<file path="config.mk">
export PLATFORM = sky130hd
export DESIGN_NAME = regfile_sb
export DESIGN_NICKNAME = d
export VERILOG_FILES = /design/src/rtl/regfile_pkg.sv /design/src/rtl/rf_scoreboard.sv /design/src/rtl/regfile_sb.sv
export SDC_FILE = /design/constraint.sdc
export NUM_CORES = 2
export LEC_CHECK = 0
export CORE_ASPECT_RATIO = 0.8
export CORE_MARGIN = 2
export CORE_UTILIZATION = 30
export DETAILED_ROUTE_END_ITERATION = 8
export PLACE_DENSITY = 0.51
export SYNTH_ARGS = -nofsm -noshare
export SYNTH_HDL_FRONTEND = slang
export SYNTH_SLANG_ARGS = --single-unit
</file>
<file path="constraint.sdc">
create_clock -name clk -period 90.9 [get_ports clk]
set_input_delay 18.18 -clock clk [delete_from_list [all_inputs] [get_ports clk]]
set_output_delay 18.18 -clock clk [all_outputs]
set_load 0.05 [all_outputs]
</file>
<file path="src/rtl/regfile_pkg.sv">
// Shared constants for the register file: default geometry and a depth helper
// so every file derives the register count the same way.
package regfile_pkg;

    localparam int DEFAULT_DATA_W = 32;
    localparam int DEFAULT_ADDR_W = 5;

    function automatic int depth_of(input int addr_w);
        return 2 ** addr_w;
    endfunction

    localparam int DEPTH = depth_of(DEFAULT_ADDR_W);

endpackage

</file>
<file path="src/rtl/rf_scoreboard.sv">
// Busy-bit scoreboard: one bit per register, set on issue and cleared on write-back.
// Also raises the sticky protocol-error flag.
module rf_scoreboard
    import regfile_pkg::*;
#(
    parameter int ADDR_W   = DEFAULT_ADDR_W,
    parameter int NREGS    = DEPTH,
    parameter bit ZERO_REG = 1'b1
) (
    input  logic              clk,
    input  logic              rst,
    input  logic              iss_valid,
    input  logic [ADDR_W-1:0] iss_dst,
    input  logic              we0,
    input  logic [ADDR_W-1:0] wa0,
    input  logic              we1,
    input  logic [ADDR_W-1:0] wa1,
    output logic [NREGS-1:0]  busy,
    output logic              err
);

    logic [NREGS-1:0] busy_q, busy_d;
    logic             err_q, err_d;
    logic             wb_hits_dst, waw, spur0, spur1, dual;

    // A new issue supersedes a write-back landing on the same register.
    always_comb begin
        busy_d = busy_q;
        for (int i = 0; i < NREGS; i++) begin
            if (iss_valid && (iss_dst == ADDR_W'(i))) begin
                busy_d[i] = 1'b1;
            end else if ((we0 && (wa0 == ADDR_W'(i))) || (we1 && (wa1 == ADDR_W'(i)))) begin
                busy_d[i] = 1'b0;
            end
        end
        if (ZERO_REG) begin
            busy_d[0] = 1'b0;
        end
    end

    always_comb begin
        wb_hits_dst = (we0 && (wa0 == iss_dst)) || (we1 && (wa1 == iss_dst));
        waw         = iss_valid && busy_q[iss_dst] && !wb_hits_dst;
        spur0       = we0 && !busy_q[wa0] && !(ZERO_REG && (wa0 == '0));
        spur1       = we1 && !busy_q[wa1] && !(ZERO_REG && (wa1 == '0));
        dual        = we0 && we1 && (wa0 == wa1) && (wa0 != '0);
        err_d       = err_q || waw || spur0 || spur1 || dual;
    end

    always_ff @(posedge clk or posedge rst) begin
        if (rst) begin
            busy_q <= '0;
            err_q  <= 1'b0;
        end else begin
            busy_q <= busy_d;
            err_q  <= err_d;
        end
    end

    assign busy = busy_q;
    assign err  = err_q;

endmodule

</file>
<file path="src/rtl/regfile_sb.sv">
// Register file with two prioritised write-back ports, NRD combinational read
// ports with optional bypass, and a busy scoreboard for operand readiness.
module regfile_sb
    import regfile_pkg::*;
#(
    parameter int DATA_W   = DEFAULT_DATA_W,
    parameter int ADDR_W   = DEFAULT_ADDR_W,
    parameter int NRD      = 2,
    parameter bit ZERO_REG = 1'b1,
    parameter bit BYPASS   = 1'b1
) (
    input  logic                  clk,
    input  logic                  rst,
    input  logic [NRD*ADDR_W-1:0] rd_addr,
    output logic [NRD*DATA_W-1:0] rd_data,
    output logic [NRD-1:0]        rd_busy,
    input  logic                  we0,
    input  logic [ADDR_W-1:0]     wa0,
    input  logic [DATA_W-1:0]     wd0,
    input  logic                  we1,
    input  logic [ADDR_W-1:0]     wa1,
    input  logic [DATA_W-1:0]     wd1,
    input  logic                  iss_valid,
    input  logic [ADDR_W-1:0]     iss_dst,
    output logic                  err
);

    localparam int NREGS = depth_of(ADDR_W);

    logic [DATA_W-1:0] mem_q [NREGS];
    logic [DATA_W-1:0] mem_d [NREGS];
    logic [NREGS-1:0]  busy;

    // Port 1 (memory) is applied last so it wins a same-index collision.
    always_comb begin
        mem_d = mem_q;
        if (we0) begin
            mem_d[wa0] = wd0;
        end
        if (we1) begin
            mem_d[wa1] = wd1;
        end
        if (ZERO_REG) begin
            mem_d[0] = '0;
        end
    end

    always_ff @(posedge clk or posedge rst) begin
        if (rst) begin
            for (int i = 0; i < NREGS; i++) begin
                mem_q[i] <= '0;
            end
        end else begin
            mem_q <= mem_d;
        end
    end

    rf_scoreboard #(
        .ADDR_W   (ADDR_W),
        .NREGS    (NREGS),
        .ZERO_REG (ZERO_REG)
    ) u_scoreboard (
        .clk       (clk),
        .rst       (rst),
        .iss_valid (iss_valid),
        .iss_dst   (iss_dst),
        .we0       (we0),
        .wa0       (wa0),
        .we1       (we1),
        .wa1       (wa1),
        .busy      (busy),
        .err       (err)
    );

    for (genvar k = 0; k < NRD; k++) begin : g_rd
        logic [ADDR_W-1:0] idx;
        logic              hit0, hit1;

        assign idx  = rd_addr[k*ADDR_W +: ADDR_W];
        assign hit0 = we0 && (wa0 == idx);
        assign hit1 = we1 && (wa1 == idx);

        assign rd_data[k*DATA_W +: DATA_W] = (ZERO_REG && (idx == '0)) ? '0  :
                                             (BYPASS && hit1)           ? wd1 :
                                             (BYPASS && hit0)           ? wd0 :
                                             mem_q[idx];

        // A write-back landing this cycle already satisfies a bypassed read.
        assign rd_busy[k] = busy[idx] && !(BYPASS && (hit0 || hit1));
    end

endmodule

</file>
[After elaboration in Yosys (flattened, before gate mapping)]
Index checks and enable logic that the tools add are counted.
Storage, ports and cells
  register bits: 1024
  bits of input ports: 94
  output and inout port bits: 67
  word-level logic and storage cells: 463
Operators by class
  order comparisons: 11
  equal/unequal tests: 100
  mux-type cells: 92
  bitwise logic cells: 4
  reduce and logical (&&, ||, !) cells: 193
Operator list (number)
  1024-bit bitwise mux: 2
  1024-bit two-way mux: 1
  992-bit two-way mux: 1
  32-bit two-way mux: 12
  32-bit binary-select mux with 5-bit select: 2
  32-bit demux with 5-bit select: 2
  5-bit == test, second input constant: 48
  5-bit by 4-bit == test with 1-bit output, second input constant: 24
  1-bit logical AND: 112
  1-bit two-way mux: 67
  2-bit nonzero test: 31
  5-bit by 3-bit == test with 1-bit output, second input constant: 12
  1-bit logical OR: 38
  5-bit == test: 7
  5-bit by 2-bit == test with 1-bit output, second input constant: 6
  5-bit by 6-bit less-than comparator with 1-bit output, second input constant: 5
  1-bit binary-select mux with 5-bit select: 5
  6-bit greater-or-equal comparator, second input constant: 4
  5-bit inverter with 6-bit output: 4
  5-bit logical NOT: 4
  5-bit by 1-bit == test with 1-bit output, second input constant: 3
  6-bit by 1-bit less-than comparator with 1-bit output, second input constant: 2
  1-bit logical NOT: 7
  5-bit nonzero test: 1

[Longest topological paths before layout]
  word-level depth: 9
  mapped depth: 10

[By module]
Synthesis repeated with hierarchy kept, for this count alone.
Unflattened totals
  cells, all modules: 6772
  area, all modules: 67327.1 um^2
By module, submodules not included
  regfile_sb: times used 1, cells an instance 6486, area each 64609.5 um^2
  rf_scoreboard: times used 1, cells an instance 286, area each 2717.6 um^2

[Least setup slack after synthesis]
OpenSTA, ideal clock, no wires.
  path kind: input to output
  from: input rd_addr[3]
  to: output rd_data[12]
  arrival: 20631 ps
  required time: 72720 ps
  path slack: 52089 ps
  stages on the path: 9
  buffers on the path: 4
  cells stage by stage: clkbuf_1 > buf_2 > buf_2 > nand2_1 > clkbuf_1 > o22ai_1 > o41ai_1 > a21oi_1 > o31ai_1
On the way
  word-level cells in the longest chain between the ends: 7
Ends and longest elaborated chain
  start: declaration: RTL line regfile_sb.sv:14  | input logic [NRD*ADDR_W-1:0] rd_addr,
  5-bit inverter with 6-bit output (implied by the code): RTL line regfile_sb.sv:86  | mem_q[idx];
  32-bit binary-select mux with 5-bit select: RTL line regfile_sb.sv:86
  32-bit two-way mux (implied by the code) (2 in a row): RTL line regfile_sb.sv:86
  32-bit two-way mux: RTL line regfile_sb.sv:85  | (BYPASS && hit0) ? wd0 :
  32-bit two-way mux: RTL line regfile_sb.sv:84  | (BYPASS && hit1) ? wd1 :
  32-bit two-way mux *: RTL line regfile_sb.sv:83  | assign rd_data[k*DATA_W +: DATA_W] = (ZERO_REG && (idx == '0)) ? '0 :
  end: declaration: RTL line regfile_sb.sv:15  | output logic [NRD*DATA_W-1:0] rd_data,
Mark *: on every way between the ends. The rest lies on a longest branch, timed or not. The select of a mux whose other input is x is not followed.

[Final worst setup path]
  from: input rd_addr[5]
  to: output rd_data[36]
The elaborated chain is that of the path after synthesis.

==> reports/results.ini <==
[setup_path]
worst-endpoint-arrival_ns = 23.91
timing.critical_path.from_type = input port
critPathRequiredTime_ns = 72.72
category_of_the_critical_setup_timing_path = input port to primary output
cp_cell_sequence = buf_8, buf_4, buf_4, buf_4, mux4_2, o22ai_1, a211oi_1, a22oi_1, a21oi_1, clkdlybuf4s50_1
crit_path_end_kind = primary output
path_buf_inv = 5
crit_path_max_fanout = 63
r2r.worst_path.cells = 6
timing.critical_path.from = rd_addr[5]
critical-path-top-cell-by-count = sky130_fd_sc_hd__buf_4
critical_path.top_delay_family = buffers and inverters
slowest_stage = sky130_fd_sc_hd__clkdlybuf4s50_1
max_stage_delay_ns = 0.96
critical_path_depth = 10
startpoint_of_the_worst_register_to_register_path = u_scoreboard.busy[22]

[synth]
yosysTopAreaCell = sky130_fd_sc_hd__dfrtp_1
synth_seq_cells = 1024
ys_top_cells_by_area = sky130_fd_sc_hd__dfrtp_1 (39%), sky130_fd_sc_hd__mux4_2 (17%), sky130_fd_sc_hd__mux2i_1 (17%)
mappedNetlistNets = 6463
synth.distinct_cells = 54
post_synth_top_area_share = 0.385
synth_sequential_area_ratio = 0.385
avgSynthCellArea_um2 = 10.4
synth_top_flop_cell = sky130_fd_sc_hd__dfrtp_1
synthesis.area_um2 = 66500
synth-edff-count = 0
syn-instance-count = 6369
synth-warning-count = 0
synth_async_sr_flop_share = 1.00

[global_routing]
via_count_of_the_first_global_routing_pass = 52000
initial_antenna_violation_count = 11
grt_first_pass_wirelength_um = 417000
grtUsageTotal = 0.260
globalRouteOverflowTotal = 0
grt_start_max_net_pins = 155

[placement]
finalWeightedCongestion = 0.889
port_buffers = 160
detailed_place_hpwl_um = 172000
place_worst_setup_slack_ns = 48.63

[floorplanning]
die-area_um2 = 225000
die_w_um = 530
num_rows = 154
floorplan.io_pins = 161
core_um2 = 220000
dieHeight_um = 425
floorplan.initialDensity = 0.302

[finish]
post_route_cells_drive_above_1_share = 0.171
layout_commonest_cell = sky130_fd_sc_hd__mux2i_1
utilization = 0.337
layout-area-overhead-vs-synth_pct = 11.7
final_nets = 6136
final.fill_count = 21900
layout.cells.most_common_list = sky130_fd_sc_hd__mux2i_1 (1112), sky130_fd_sc_hd__dfrtp_1 (1024), sky130_fd_sc_hd__a21oi_1 (698), sky130_fd_sc_hd__nor2_1 (687), sky130_fd_sc_hd__mux4_2 (501)

[sta]
post-route-min-period_ns = 42.09
max-slew-margin-rel = 0.00815
hold_slack_ns = 0.576
period_share = 0.463
maxClockFrequency_mhz = 23.8
setup_repair_after_global_routing_missed_its_margin = false
slew_at_the_pin_closest_to_its_max_slew_limit_ns = 1.48
slew_viol_final = 0
fin_ws_ns = 48.81
final.setup_skew_ns = 0.00705
final-hold-violation-count = 0
setup-tns-final_ns = 0
setup_viol = 0

[clock_tree]
worst_skew_pair.late_latency_ns = 0.75
worst_setup_hold_path_clk_slew_ns = 0.06
numCtsBuffers = 121
post-cts-setup-buffers = 0
cts_max_level = 3
cts_num_sinks = 1024
clock_root_buffer_master = sky130_fd_sc_hd__clkbuf_16
cts_hold_repair.buffers = 0
cts_repair_resize_count = 0
clock_tree.buffer_depth = 3
tritoncts = done

[detailed_routing]
route.detailed.drc = 0
wire_per_inst_um = 32.8
detailroute.via_count = 54200
drt_pre_antenna_iters = 9
drt.antenna.violating_nets = 0
vias_per_cell = 5.95
drt_wl_total_um = 299000
detailedRoute.firstIterationViolations = 7374

[pwr]
irDropWorstVdd_v = 0.0000153
power.static_leakage_uw = 0.0304
power_per_cell_area_nw_per_um2 = 22.1
power.total_uw = 1640

[min_path]
hp-start = mem_q[613]
worst_hold_path.num_cells = 2
min-delay-path-class = register to register

[run_status]
violations_in_the_final_reports = max-capacitance violations
outcome = complete, but fails checks

[job]
maxCapViolCount = 1

-- routing by layer --
layer,track usage,part of all wire
met5,0,0.00021
met4,0.137,0.057
met3,0.0575,0.096
met2,0.399,0.45
met1,0.340,0.39
-- worst min-delay path: stages (launching register included) --
cell and delay (ns):
sky130_fd_sc_hd__dfrtp_1 0.36, sky130_fd_sc_hd__mux2i_1 0.07, sky130_fd_sc_hd__o21ai_1 0.11
-- registers in the layout, indices dropped and copies added, names as in the netlist --
signal / count
u_scoreboard.busy: 31
mem_q: 992
u_scoreboard.err: 1
-- synthesized netlist by cell type (all sizes together) (22+ instances only) --
cell       n
mux2      68
a221o     31
clkbuf   482
dfrtp   1024
a22o      22
o22ai     43
a22oi    117
nand3     38
o21ai    432
inv       27
a21oi    698
nor2b     35
nand2    478
mux4     501
mux2i   1112
buf      335
nor2     705
a211oi    33
-- layout make-up --
type | instances | area (um^2) | share of cell area
clock buffer | 184 | 3590 | 0.0483
tap | 2964 | 3710 | 0.0499
timing repair buffer | 367 | 3230 | 0.0435
clock inverter | 35 | 350 | 0.00472
sequential | 1024 | 25600 | 0.345
multi-input combinational | 4501 | 37600 | 0.507
inverter | 27 | 111 | 0.00150
antenna | 14 | 35.0 | 0.000472
-- cells by family after synthesis --
kind of cell	Yosys count	synth area share
AO/OA/AOI/OAI	1458	0.124
buffers and inverters	844	0.0563
multiplexers	1681	0.349
XOR/XNOR	34	0.00448
flip-flops	1024	0.385
AND/OR/NAND/NOR	1328	0.0810
-- through the flow --
stage / instance area (um^2) / instances
after floorplan: 66500 / 6369
after detailed placement: 70300 / 8883
after global placement: 70300 / 8883
after global routing: 74200 / 9103
final: 74300 / 9116
after CTS: 74200 / 9102
-- path summary, 6_finish.rpt --
path / to / slack (ns)
setup reg to reg: u_scoreboard.err / 88.96
hold reg to reg: mem_q[613] / 0.58
setup / recovery: rd_data[36] / 48.81
hold / removal: mem_q[613] / 0.58
min in group asynchronous: mem_q[438] / 18.02
max in group asynchronous: mem_q[623] / 69.36
-- report_power, final --
part	leakage, uW	switching [uW]	internal (uW)	total (uW)
logic	0.0161	232	233	465
registers	0.0124	100	578	679
clock network	0.00194	214	284	498
No activity file was read; power rests on OpenSTA's default activity.
